<file path="src/rtl/fetch_buffer.sv">
// ---------------------------------------------------------------------------
// fetch_buffer
//   Instruction-fetch front end feeding the IF/ID pipeline register. It owns
//   the fetch PC, issues one word read per cycle to a synchronous instruction
//   ROM (fixed 1-cycle latency), queues the returned {pc, pc+4, instr} tuples
//   in a small FIFO and hands them to decode. A redirect flushes the FIFO and
//   drops any read still in flight, then refetches from the new target.
//
// Ports
//   i_clk          clock, all state updates on the rising edge
//   i_reset        synchronous, active-low reset
//   o_imem_req     ROM read request this cycle
//   o_imem_addr    word-aligned ROM read address (the fetch PC)
//   i_imem_rdata   ROM read data, valid the cycle after a request
//   i_redirect     flush and refetch (taken branch / jump)
//   i_redirect_pc  new fetch target (low two bits ignored)
//   o_valid        FIFO head is valid
//   o_pc           PC of head instruction (0 when empty)
//   o_pc_plus4     o_pc + 4 (0 when empty)
//   o_instr        head instruction word (0 when empty)
//   i_ready        decode accepts the head
//
// Handshake: the head transfers to decode in a cycle where o_valid=1 and
// i_ready=1 (and no redirect). o_valid never depends on i_ready, and while
// o_valid=1 and i_ready=0 the head fields hold stable.
// ---------------------------------------------------------------------------
module fetch_buffer #(
    parameter int          DEPTH    = 4,
    parameter logic [31:0] RESET_PC = 32'h0000_0000
) (
    input  logic        i_clk,
    input  logic        i_reset,
    output logic        o_imem_req,
    output logic [31:0] o_imem_addr,
    input  logic [31:0] i_imem_rdata,
    input  logic        i_redirect,
    input  logic [31:0] i_redirect_pc,
    output logic        o_valid,
    output logic [31:0] o_pc,
    output logic [31:0] o_pc_plus4,
    output logic [31:0] o_instr,
    input  logic        i_ready
);

    localparam int AW = (DEPTH > 1) ? $clog2(DEPTH) : 1;
    localparam int CW = AW + 1;

    // Fetch state
    logic [31:0]   r_fetch_pc;
    logic          r_inflight;
    logic [31:0]   r_inflight_pc;

    // FIFO state
    logic [31:0]   r_pc_mem    [DEPTH];
    logic [31:0]   r_instr_mem [DEPTH];
    logic [AW-1:0] r_wr_ptr;
    logic [AW-1:0] r_rd_ptr;
    logic [CW-1:0] r_count;

    logic [CW-1:0] w_credit_used;
    logic          w_issue;
    logic          w_push;
    logic          w_pop;
    logic [31:0]   w_head_pc;
    logic [31:0]   w_head_instr;

    // A slot is reserved for the outstanding read, so an issue is only made
    // when the FIFO can absorb it even if decode pops nothing meanwhile.
    assign w_credit_used = r_count + {{(CW-1){1'b0}}, r_inflight};
    assign w_issue       = i_reset & ~i_redirect & (w_credit_used < CW'(DEPTH));

    // The read returning this cycle belongs to the old path on a redirect.
    assign w_push = r_inflight & ~i_redirect;
    assign w_pop  = o_valid & i_ready & ~i_redirect;

    assign o_imem_req  = w_issue;
    assign o_imem_addr = r_fetch_pc;

    assign w_head_pc    = r_pc_mem[r_rd_ptr];
    assign w_head_instr = r_instr_mem[r_rd_ptr];

    assign o_valid    = (r_count != '0);
    assign o_pc       = o_valid ? w_head_pc : 32'h0;
    assign o_pc_plus4 = o_valid ? (w_head_pc + 32'd4) : 32'h0;
    assign o_instr    = o_valid ? w_head_instr : 32'h0;

    // Fetch PC and in-flight tracking
    always_ff @(posedge i_clk) begin
        if (!i_reset) begin
            r_fetch_pc    <= RESET_PC;
            r_inflight    <= 1'b0;
            r_inflight_pc <= 32'h0;
        end else if (i_redirect) begin
            r_fetch_pc <= {i_redirect_pc[31:2], 2'b00};
            r_inflight <= 1'b0;
        end else begin
            r_inflight <= w_issue;
            if (w_issue) begin
                r_fetch_pc    <= r_fetch_pc + 32'd4;
                r_inflight_pc <= r_fetch_pc;
            end
        end
    end

    // FIFO storage; contents are never read while empty, so no reset needed.
    always_ff @(posedge i_clk) begin
        if (i_reset && w_push) begin
            r_pc_mem[r_wr_ptr]    <= r_inflight_pc;
            r_instr_mem[r_wr_ptr] <= i_imem_rdata;
        end
    end

    // FIFO pointers and occupancy
    always_ff @(posedge i_clk) begin
        if (!i_reset || i_redirect) begin
            r_wr_ptr <= '0;
            r_rd_ptr <= '0;
            r_count  <= '0;
        end else begin
            if (w_push) begin
                r_wr_ptr <= r_wr_ptr + 1'b1;
            end
            if (w_pop) begin
                r_rd_ptr <= r_rd_ptr + 1'b1;
            end
            case ({w_push, w_pop})
                2'b10:   r_count <= r_count + 1'b1;
                2'b01:   r_count <= r_count - 1'b1;
                default: r_count <= r_count;
            endcase
        end
    end

endmodule

</file>
<file path="config.mk">
export PLATFORM = sky130hd
export DESIGN_NAME = fetch_buffer
export DESIGN_NICKNAME = d
export VERILOG_FILES = /design/src/rtl/fetch_buffer.sv
export SDC_FILE = /design/constraint.sdc
export NUM_CORES = 1
export LEC_CHECK = 0
export CAP_MARGIN = 25
export CORE_MARGIN = 2
export CORE_UTILIZATION = 56
export CTS_BUF_LIST = sky130_fd_sc_hd__clkbuf_8
export CTS_CLUSTER_SIZE = 30
export DETAILED_ROUTE_END_ITERATION = 16
export PLACE_DENSITY = 0.83
export SLEW_MARGIN = 10
export SYNTH_ARGS = -nofsm -noshare
export SYNTH_HDL_FRONTEND = slang
export SYNTH_SLANG_ARGS = --single-unit
</file>
<file path="constraint.sdc">
create_clock -name i_clk -period 3.7 [get_ports i_clk]
set_input_delay 0.555 -clock i_clk [delete_from_list [all_inputs] [get_ports i_clk]]
set_output_delay 0.555 -clock i_clk [all_outputs]
set_load 0.005 [all_outputs]
</file>
==> Implementation_results.wiki <==
{| class="wikitable"
! Metric !! Value
|-
| Final Net Count || 1,259
|-
| Utilization after layout || 72.1%
|-
| Startpoint of the worst-slack reg-to-reg timing path || r_inflight$_SDFF_PP0_
|-
| Clock tree skew after final layout || 11.5 ps
|-
| Via count of the first global-routing pass || 8,876
|-
| Aggregate global routing overflow || 0
|-
| Buffers added on ports || 189
|-
| Buffer depth of the longest clock path || 3
|-
| Floorplan die area || 25,400 µm²
|-
| Cell types with the highest counts after synthesis || edfxtp_1, nand2_1, dfxtp_1, and2_1, a21oi_1
|-
| Number of instances in the synthesized netlist || 945
|-
| Crit path largest cell delay || 590 ps
|-
| R2R cell count || 7
|-
| Post-synthesis to final-layout area growth || 25.9%
|-
| Final design instance area without fill || 17,000 µm²
|-
| Largest net degree at the start of global routing || 63
|-
| Cell with the most instances after synthesis || edfxtp_1
|-
| Number of search-and-repair iterations in the first detailed-routing pass || 5
|-
| Total standard cell area after synthesis || 13,500 µm²
|-
| Warning count from the yosys run || 0
|-
| Io pins || 198
|-
| Average cell area after synthesis || 14.3 µm²
|-
| Count of nets left with antenna violations after detail routing || 0
|-
| Slew of the pin with the lowest slew margin || 951 ps
|-
| Area used by sequential logic in the layout || 8850 µm²
|-
| GRT Total Usage || 23.8%
|-
| Average wire length per cell after detail routing || 20.2 µm
|-
| Worst setup slack after layout || 15.3 ps
|-
| TritonCTS clock tree || built
|-
| Sum Neg Setup Slack || 0 ps
|-
| Number of cell rows || 56
|-
| Number of max-cap violations || 0
|-
| Wire length of the first global-routing pass || 48.0 mm
|-
| Initial DRC Count || 783
|-
| Critical path, cell by cell || buf_6, mux4_2, ha_4, nand3_4, or4_4, or3b_4, mux2_4, buf_6
|-
| Global placer's final weighted congestion || 0.863
|-
| Number of flops mapped to enable cells by yosys || 248
|-
| Placement Setup Slack || 13.6 ps
|-
| Number of library cell types mapped by synthesis || 67
|-
| Worst hold path class || register to register
|-
| Top post-synthesis cells by area || edfxtp_1, dfxtp_1, mux4_2
|-
| Max Slew Vio Count || 0
|-
| CTS Root Buffer Type || clkbuf_8
|-
| Area occupied by multi-input gates || 4400 µm²
|-
| Ratio of cells with drive above 1 in the final layout || 19.4%
|-
| Total of hold buffers inserted after clock tree synthesis || 0
|-
| Flip-flop and latch count after synthesis || 318
|-
| Maximum vdd ir drop || 0.257 mV
|-
| Slowest CP cell || or4_4
|-
| Post-route clock period utilization || 99.6%
|-
| Setup repair after global routing missed its margin || true
|-
| Critical hold path startpoint || r_inflight_pc[22]$_SDFFE_PN0P_
|-
| Total power per unit cell area || 403 nW/µm²
|-
| Total number of clock tree sinks || 318
|-
| H-Tree Depth || 2
|-
| Endpoint, Worst Hold || r_inflight_pc[22]$_SDFFE_PN0P_
|-
| Worst slew margin || 36.4%
|-
| DRC violation count after routing || 0
|-
| Sum of routed wire length over all layers || 31.1 mm
|-
| Detailed-routed wire length on met2 || 14.8 mm
|-
| Largest delay contributor family on the critical path || simple AND/OR/NAND/NOR gates
|-
| Proportion of register bits with asynchronous set or reset after synthesis || 0%
|-
| Arrival @ worst endpoint || 3130 ps
|-
| Cell type contributing the most total cell area after synthesis || edfxtp_1
|-
| Inserted Clock Buffers || 48
|-
| Leakage || 5.80 nW
|-
| Placement-stage cell area || 15,800 µm²
|-
| Hold Fails Final Rpt || 0
|-
| Total vias in the final route || 8,993
|-
| Effective utilization at floorplan || 57.3%
|-
| Clock network latency to the later pin of the worst-skew pair || 550 ps
|-
| Maximum clock frequency || 271 MHz
|-
| Endpoint required time on the critical path || 3140 ps
|-
| Yosys top cell area share || 55.0%
|-
| Fill count || 1,501
|-
| Via density per instance || 5.84
|-
| Core Box Area || 23,600 µm²
|-
| Time the final worst path needs with I/O delays and setup || 3680 ps
|-
| Chip width || 159 µm
|-
| Crit path top cell by count || buf_6
|-
| CP endpoint kind || output port
|-
| Setup-violating endpoint count in the final report || 0
|-
| Highest metal used || met4
|-
| Register-to-register setup slack || 660 ps
|-
| Antenna violations before repair || 0
|-
| Dominant synthesized flop cell || edfxtp_1
|-
| Sort of element at the start of the critical path || register
|-
| Cell depth of the worst min-delay path || 2
|-
| # diodes || 0
|-
| Outcome || completed
|-
| Met1 Routed Length || 13.1 mm
|-
| Detailed Place HPWL || 19.1 mm
|-
| Reg-to-reg endpoint || o_imem_addr[17]$_SDFFE_PN0P_
|-
| Routed wire length on met3 || 2.64 mm
|-
| CTS clock-pin slew for the worst setup and hold paths || 60 ps
|-
| Crit-path max FO || 6
|-
| Die Span Y || 159 µm
|-
| Crit Path Class || register to output port
|-
| Bufs and invs on worst path || 2
|-
| Sequential element share of the synthesized area || 65.4%
|-
| Overall power after layout || 6.87 mW
|}
## power by group
part | internal, mW | total (mW) | switching (mW)
sequential | 3.88 | 3.93 | 0.0534
combinational | 0.170 | 0.323 | 0.153
clock | 1.34 | 2.62 | 1.28
## sequential cells by signal, summed over array words and instances (netlist names), named ones only
| signal | cells |
|---|---|
| o_imem_addr | 30 |
| r_count | 3 |
| r_inflight | 1 |
| r_inflight_pc | 30 |
| r_instr_mem | 128 |
| r_pc_mem | 120 |
| r_rd_ptr | 2 |
| r_wr_ptr | 2 |
## cell usage in the layout (no fill, tap or decap), types with 4 or more instances in the layout
master,instances
a21oi_1,51
a31oi_1,10
nand2_1,102
and2_1,63
clkinv_1,16
clkinv_2,7
buf_6,6
mux4_1,4
or3_4,5
xor2_1,6
clkbuf_8,54
nor3_1,9
and3_2,6
mux2_2,4
xnor2_1,12
edfxtp_1,248
dfxtp_1,68
ha_1,6
clkbuf_2,5
mux4_2,57
or3_1,10
or4_1,6
nand3_1,16
inv_1,29
nor4_1,9
clkdlybuf4s50_1,173
o21ai_0,23
a22oi_1,7
conb_1,6
o211ai_1,5
nor2_1,46
mux2i_1,4
buf_12,8
buf_2,7
o21a_1,5
nand4_1,13
a21oi_2,10
buf_4,38
## how the worst max path moves through the flow
stage              from        endpoint  cells after the start
2_1_floorplan  register  o_pc_plus4[26]                      8
3_3_place_gp   register  o_pc_plus4[26]                      7
3_5_place_dp   register  o_pc_plus4[31]                      8
4_1_cts        register  o_pc_plus4[23]                     10
5_1_grt        register  o_pc_plus4[19]                     10
6_report       register  o_pc_plus4[26]                      8
## timing repair
item / 4_1_cts / 5_1_grt
cloned: 1 / 2
resized for setup: 63 / 40
pin swaps: 7 / 14
buffers inserted: 11 / 8
endpoints found under the setup margin: 15 / 15
## worst reg2reg max path, delay by kind of cell, from the launching register on
family | cells | cell delay, ps
flip-flops | 1 | 500
AND/OR/NAND/NOR | 1 | 790
buffers and inverters | 2 | 510
AO/OA/AOI/OAI | 4 | 1170
## logic make-up (layout without fill, tap and decap cells)
family | count (synthesis) | after routing | synth area share [%]
and+or+nand+nor | 316 | 317 | 12.2
adders and majority gates | 8 | 8 | 0.795
DFF | 318 | 318 | 65.4
muxes | 72 | 72 | 11.4
other | 1 | 6 | 0.0277
AOI/OAI and AO/OA | 132 | 132 | 5.75
buffers and inverters | 80 | 351 | 3.20
xor gates and xnor gates | 18 | 18 | 1.17
## metrics by stage
| step | instances | hold WS (ps) |
|---|---|---|
| 3_3_place_gp | 1431 | 478 |
| 4_1_cts | 1532 | 497 |
| 2_1_floorplan | 950 | 460 |
| 5_1_grt | 1541 | 527 |
| 6_report | 1541 | 494 |
| 3_5_place_dp | 1431 | 488 |
## layout make-up
type	count	share of cell area, %
clock buffer	54	4.36
clock inverter	35	0.867
inverter	19	0.419
multi-input combinational	553	25.9
sequential	318	52.0
tap	319	2.34
timing repair buffer	243	14.2
## layer usage
layer	track usage (%)	vias up
li1	-	4075
met1	33.1	4416
met2	38.2	456
met3	4.92	46
met4	7.40	0
met5	0	-
No activity file was read; power rests on OpenSTA's default activity.
==> RTL change 1, RTL diff (same settings) <==
Set the parameter `DEPTH` to 16 (it was 4).
--- a/src/rtl/fetch_buffer.sv
+++ b/src/rtl/fetch_buffer.sv
@@ -27,3 +27,3 @@
 module fetch_buffer #(
-    parameter int          DEPTH    = 4,
+    parameter int          DEPTH    = 16,
     parameter logic [31:0] RESET_PC = 32'h0000_0000
Check against the original RTL: no difference found for any inputs over 4 cycles, from zero or initial values and one cycle with i_reset low; that may be too few to reach the edited logic, so the function may still have changed.
==> RTL change 1 against the original RTL <==
First-iteration DRC count rose to 4.8 times the old value; worst setup slack worse by 1000 ps; routed wire length rose to 3.9 times the old value; highest routed layer is now met5; global-route usage grew 6.4 points; the run now ends with negative setup slack left; design area increased to 3.1 times the old value; sequential cell count increased by 752; synthesized area grew to 3.1 times the old value; total power increased to 3.4 times the old value; clock power rose to 3.6 times the old value; non-clock buffer count up 278.
==> RTL change 1: results (changes against the original RTL) <==
[placement]
finalWeightedCongestion = 0.883  ; +2.3%
dp.cells = 3371  ; +140%
dp_hpwl_um = 55500  ; +190%

[synthesis]
ys_seq_area_share_pct = 73.8  ; +8.4 points
synth_common_cells = edfxtp_1 (992), mux4_2 (252), nand2_1 (122)
netlist_instances = 2147  ; +130%
synth_cell_types = 72  ; +7.5%
synth_edf_count = 992  ; +300%

[setup_path]
r2r-end = r_count[4]
reg2reg_slack_ps = 420  ; -240 ps
rr_worst_depth = 12  ; +5
critPathMaxFanout = 7  ; +1
worstReg2RegStart = r_count[2]

[detailed_routing]
wire_per_inst_um = 32.0  ; +58%

[outcome]
status = finished, violations left
violations = negative setup slack

[clock_network]
htreeDepth = 4  ; +2
cts_buffers = 163  ; +240%
clkLatencyLatePin_ps = 820  ; +270 ps

[power]
p_comb_uw = 564  ; +75%
ir_worst_vdd_v = 0.000268  ; +4.4%

[timing]
fin_ws_ps = -1020  ; -1040 ps
timing.final.setup_violations = 77  ; +77
tns_ps = -33240  ; -33240 ps

[worst_hold_path]
min_delay_path_depth = 5  ; +3
hold_end = r_rd_ptr[2]

## RTL change 1: changes by cell type after synthesis, sizes merged, moves of 11 or more
cell,delta
edfxtp,+744
nor2,+74
buf,+41
nand2,+21
xor2,+19
and2,-11
a22o,+11
clkbuf,+24
mux2i,+21
a221oi,+16
mux4,+219
## RTL change 1: per-layer routing
metal  track usage [%]  wire length (um)
met1              39.2             40700
met2              49.8             60800
met3              6.98             14900
met4              12.7              5640
met5                 0                45
## RTL change 1: kinds of logic (layout without fill, tap and decap cells)
| logic type | count (synthesis) | count (layout) | share of synthesized area, % |
|---|---|---|---|
| xor+xnor | 40 | 40 | 0.825 |
| flops | 1070 | 1070 | 73.8 |
| simple gates | 407 | 407 | 4.67 |
| compound gates | 164 | 164 | 2.53 |
| buf+inv | 141 | 830 | 1.92 |
| fa+ha+maj | 10 | 10 | 0.294 |
| other cells | 1 | 8 | 0.00883 |
| mux | 314 | 314 | 16.0 |
## RTL change 1: cell type report
class / instances / share of cell area (%)
clock inverter: 125 / 1.42
tap: 978 / 2.33
sequential: 1070 / 59.8
multi-input combinational: 941 / 21.2
antenna: 2 / 0.00955
timing repair buffer: 521 / 10.7
clock buffer: 168 / 4.41
inverter: 16 / 0.131
## RTL change 1: how the worst max path moves through the flow
stage	endpoint	start	cells past startpoint
floorplan	r_instr_mem[0][0]	i_redirect	5
global placement	o_pc_plus4[31]	register	12
detailed placement	o_pc_plus4[31]	register	11
CTS	o_pc_plus4[21]	register	11
global route	o_pc_plus4[19]	register	13
finish	o_pc_plus4[29]	register	14
## RTL change 1: timing repair
item,CTS,global route
pin swaps,66,50
buffers inserted,102,68
setup endpoints to repair,92,87
resized for setup,559,139
gates cloned,18,0
==> RTL change 2, RTL diff (same settings) <==
Made on the original files. Reset style: asynchronous (`i_reset`), changed in one clocked block. Comments in the files are not updated.
--- a/src/rtl/fetch_buffer.sv
+++ b/src/rtl/fetch_buffer.sv
@@ -87,3 +87,3 @@
     // Fetch PC and in-flight tracking
-    always_ff @(posedge i_clk) begin
+    always_ff @(posedge i_clk or negedge i_reset) begin
         if (!i_reset) begin
Formal check against the unedited RTL: differs if i_reset is asserted again (counterexample within 4 cycles, from zero or initial values and one cycle with i_reset low); with i_reset held inactive, the same outputs for 4 cycles.
==> RTL change 2 against the original RTL <==
Sequential cell count did not move; design area up 0.49%; synthesized area increased by 1.1%; die area rose by 1.1%; total power is 5.1% higher; worst setup slack better by 35 ps; clock power shrank 2%; routed wire length barely moved; global-route usage grew 0.25 points.
==> RTL change 2: results (changes against the original RTL) <==
[outcome]
status = finished clean

[worst_hold_path]
hp-class = primary input to asynchronous set/reset pin

[detailed_routing]
wl_met3_um = 2540  ; -4.0%
met2_length_um = 14800  ; +0.43%
met1_length_um = 13000  ; -0.56%
vias_per_cell = 5.82  ; -0.22%
drt_iter0_markers = 875  ; +12%
wirelength_um = 31100  ; about the same

[placement]
dp_hpwl_um = 19900  ; +4.3%
finalWeightedCongestion = 0.854  ; -1.0%
pre_cts_ws_ps = 269  ; +255 ps
dp.cells = 1418  ; -0.91%
placed_area_mm2 = 0.0160  ; +1.0%

[synthesis]
ys_seq_area_share_pct = 66.9  ; +1.5 points
async_flop_share_pct = 19.2  ; +19 points
netlist_top_cells_area = edfxtp_1 (54%), dfrtp_1 (11%), mux4_2 (8.7%), nand2_1 (3.5%), and2_1 (3.1%)
syn_area_per_cell_um2 = 14.7  ; +2.7%

[timing]
tightest_slew_ps = 1000  ; +53.3 ps
fin_ws_ps = 50.3  ; +35.0 ps
clock_skew_ps = 14.3  ; +2.79 ps

[global_routing]
grt_use_total_pct = 24.1  ; +0.25 points
grt_pass1_vias = 8895  ; +0.21%
met1_usage_pct = 33.9  ; +0.71 points
grt_pass1_wl_um = 48100  ; +0.27%
met3_usage_pct = 4.88  ; -0.040 points
grt_use_met2_pct = 38.4  ; +0.21 points

[finish]
layout.cells.non_filler = 1522  ; -1.2%
finalNetCount = 1241  ; -1.4%
top_register = r_instr_mem
final_cell_area_mm2 = 0.0171  ; +0.49%
drive_above_1_share_pct = 16.7  ; -2.7 points

[setup_path]
critPathMaxFanout = 12  ; +6
critical_path.top_delay_family = buffers and inverters
cp.arrival_ps = 3090  ; -40 ps

[power]
switching_power_mw = 1.67  ; +12%
p_leak_nw = 6.09  ; +4.9%
seq_power_share_pct = 57.7  ; +0.5 points
ir_worst_vdd_v = 0.000254  ; -1.0%

[clock_network]
clkLatencyLatePin_ps = 580  ; +30 ps
cts_buffers = 48  ; unchanged

==> RTL change 2: kinds of logic after synthesis <==
family,after synthesis,share of synthesized area [%]
flip-flops,318,66.9
XOR/XNOR,16,1.02
other,1,0.0274
multiplexers,73,11.4
AO/OA/AOI/OAI,97,4.51
adder cells (fa/ha/maj),8,0.787
AND/OR/NAND/NOR,345,12.8
buffers and inverters,72,2.54
==> RTL change 2: final cells by class <==
cell class	instances	area, um^2
flip-flops and latches	318	9160
fillers	1506	7060
multi-input cells	545	4280
repair buffers	234	2360
clock buffers	52	716
well taps	324	405
clock inverters	31	138
inverters	18	67.6
==> RTL change 2: power groups by stage <==
stage	logic, mW	registers, mW	clock network, mW
6_report	0.481	4.17	2.57
5_1_grt	0.531	4.18	2.78
4_1_cts	0.479	4.16	2.62
3_5_place_dp	0.469	4.23	0
3_3_place_gp	0.455	4.22	0
2_1_floorplan	0.217	4.17	0
==> RTL change 2: what timing repair did <==
item                       in CTS  in global routing
pin swaps                       6                  2
cloned                          0                  1
hold endpoints to repair        0                  0
setup endpoints to repair      20                  8
gates resized for setup        39                  7
buffers inserted               16                  5
hold buffers                    0                  0
==> RTL change 2: path summary, 6_finish.rpt <==
path | startpoint | to | slack (ps) | depth (start not counted)
worst max-delay path | register | o_pc_plus4[15] | 50 | 8
worst min-delay path | i_reset | o_imem_addr[10] | 230 | 2
worst max register to register | r_count[0] | r_count[2] | 970 | 9
worst min register to register | r_inflight_pc[18] | r_pc_mem[3][18] | 530 | 0
max in group asynchronous | i_reset | r_inflight_pc[28] | 2960 | 2
min in group i_clk | r_inflight_pc[18] | r_pc_mem[3][18] | 530 | 0
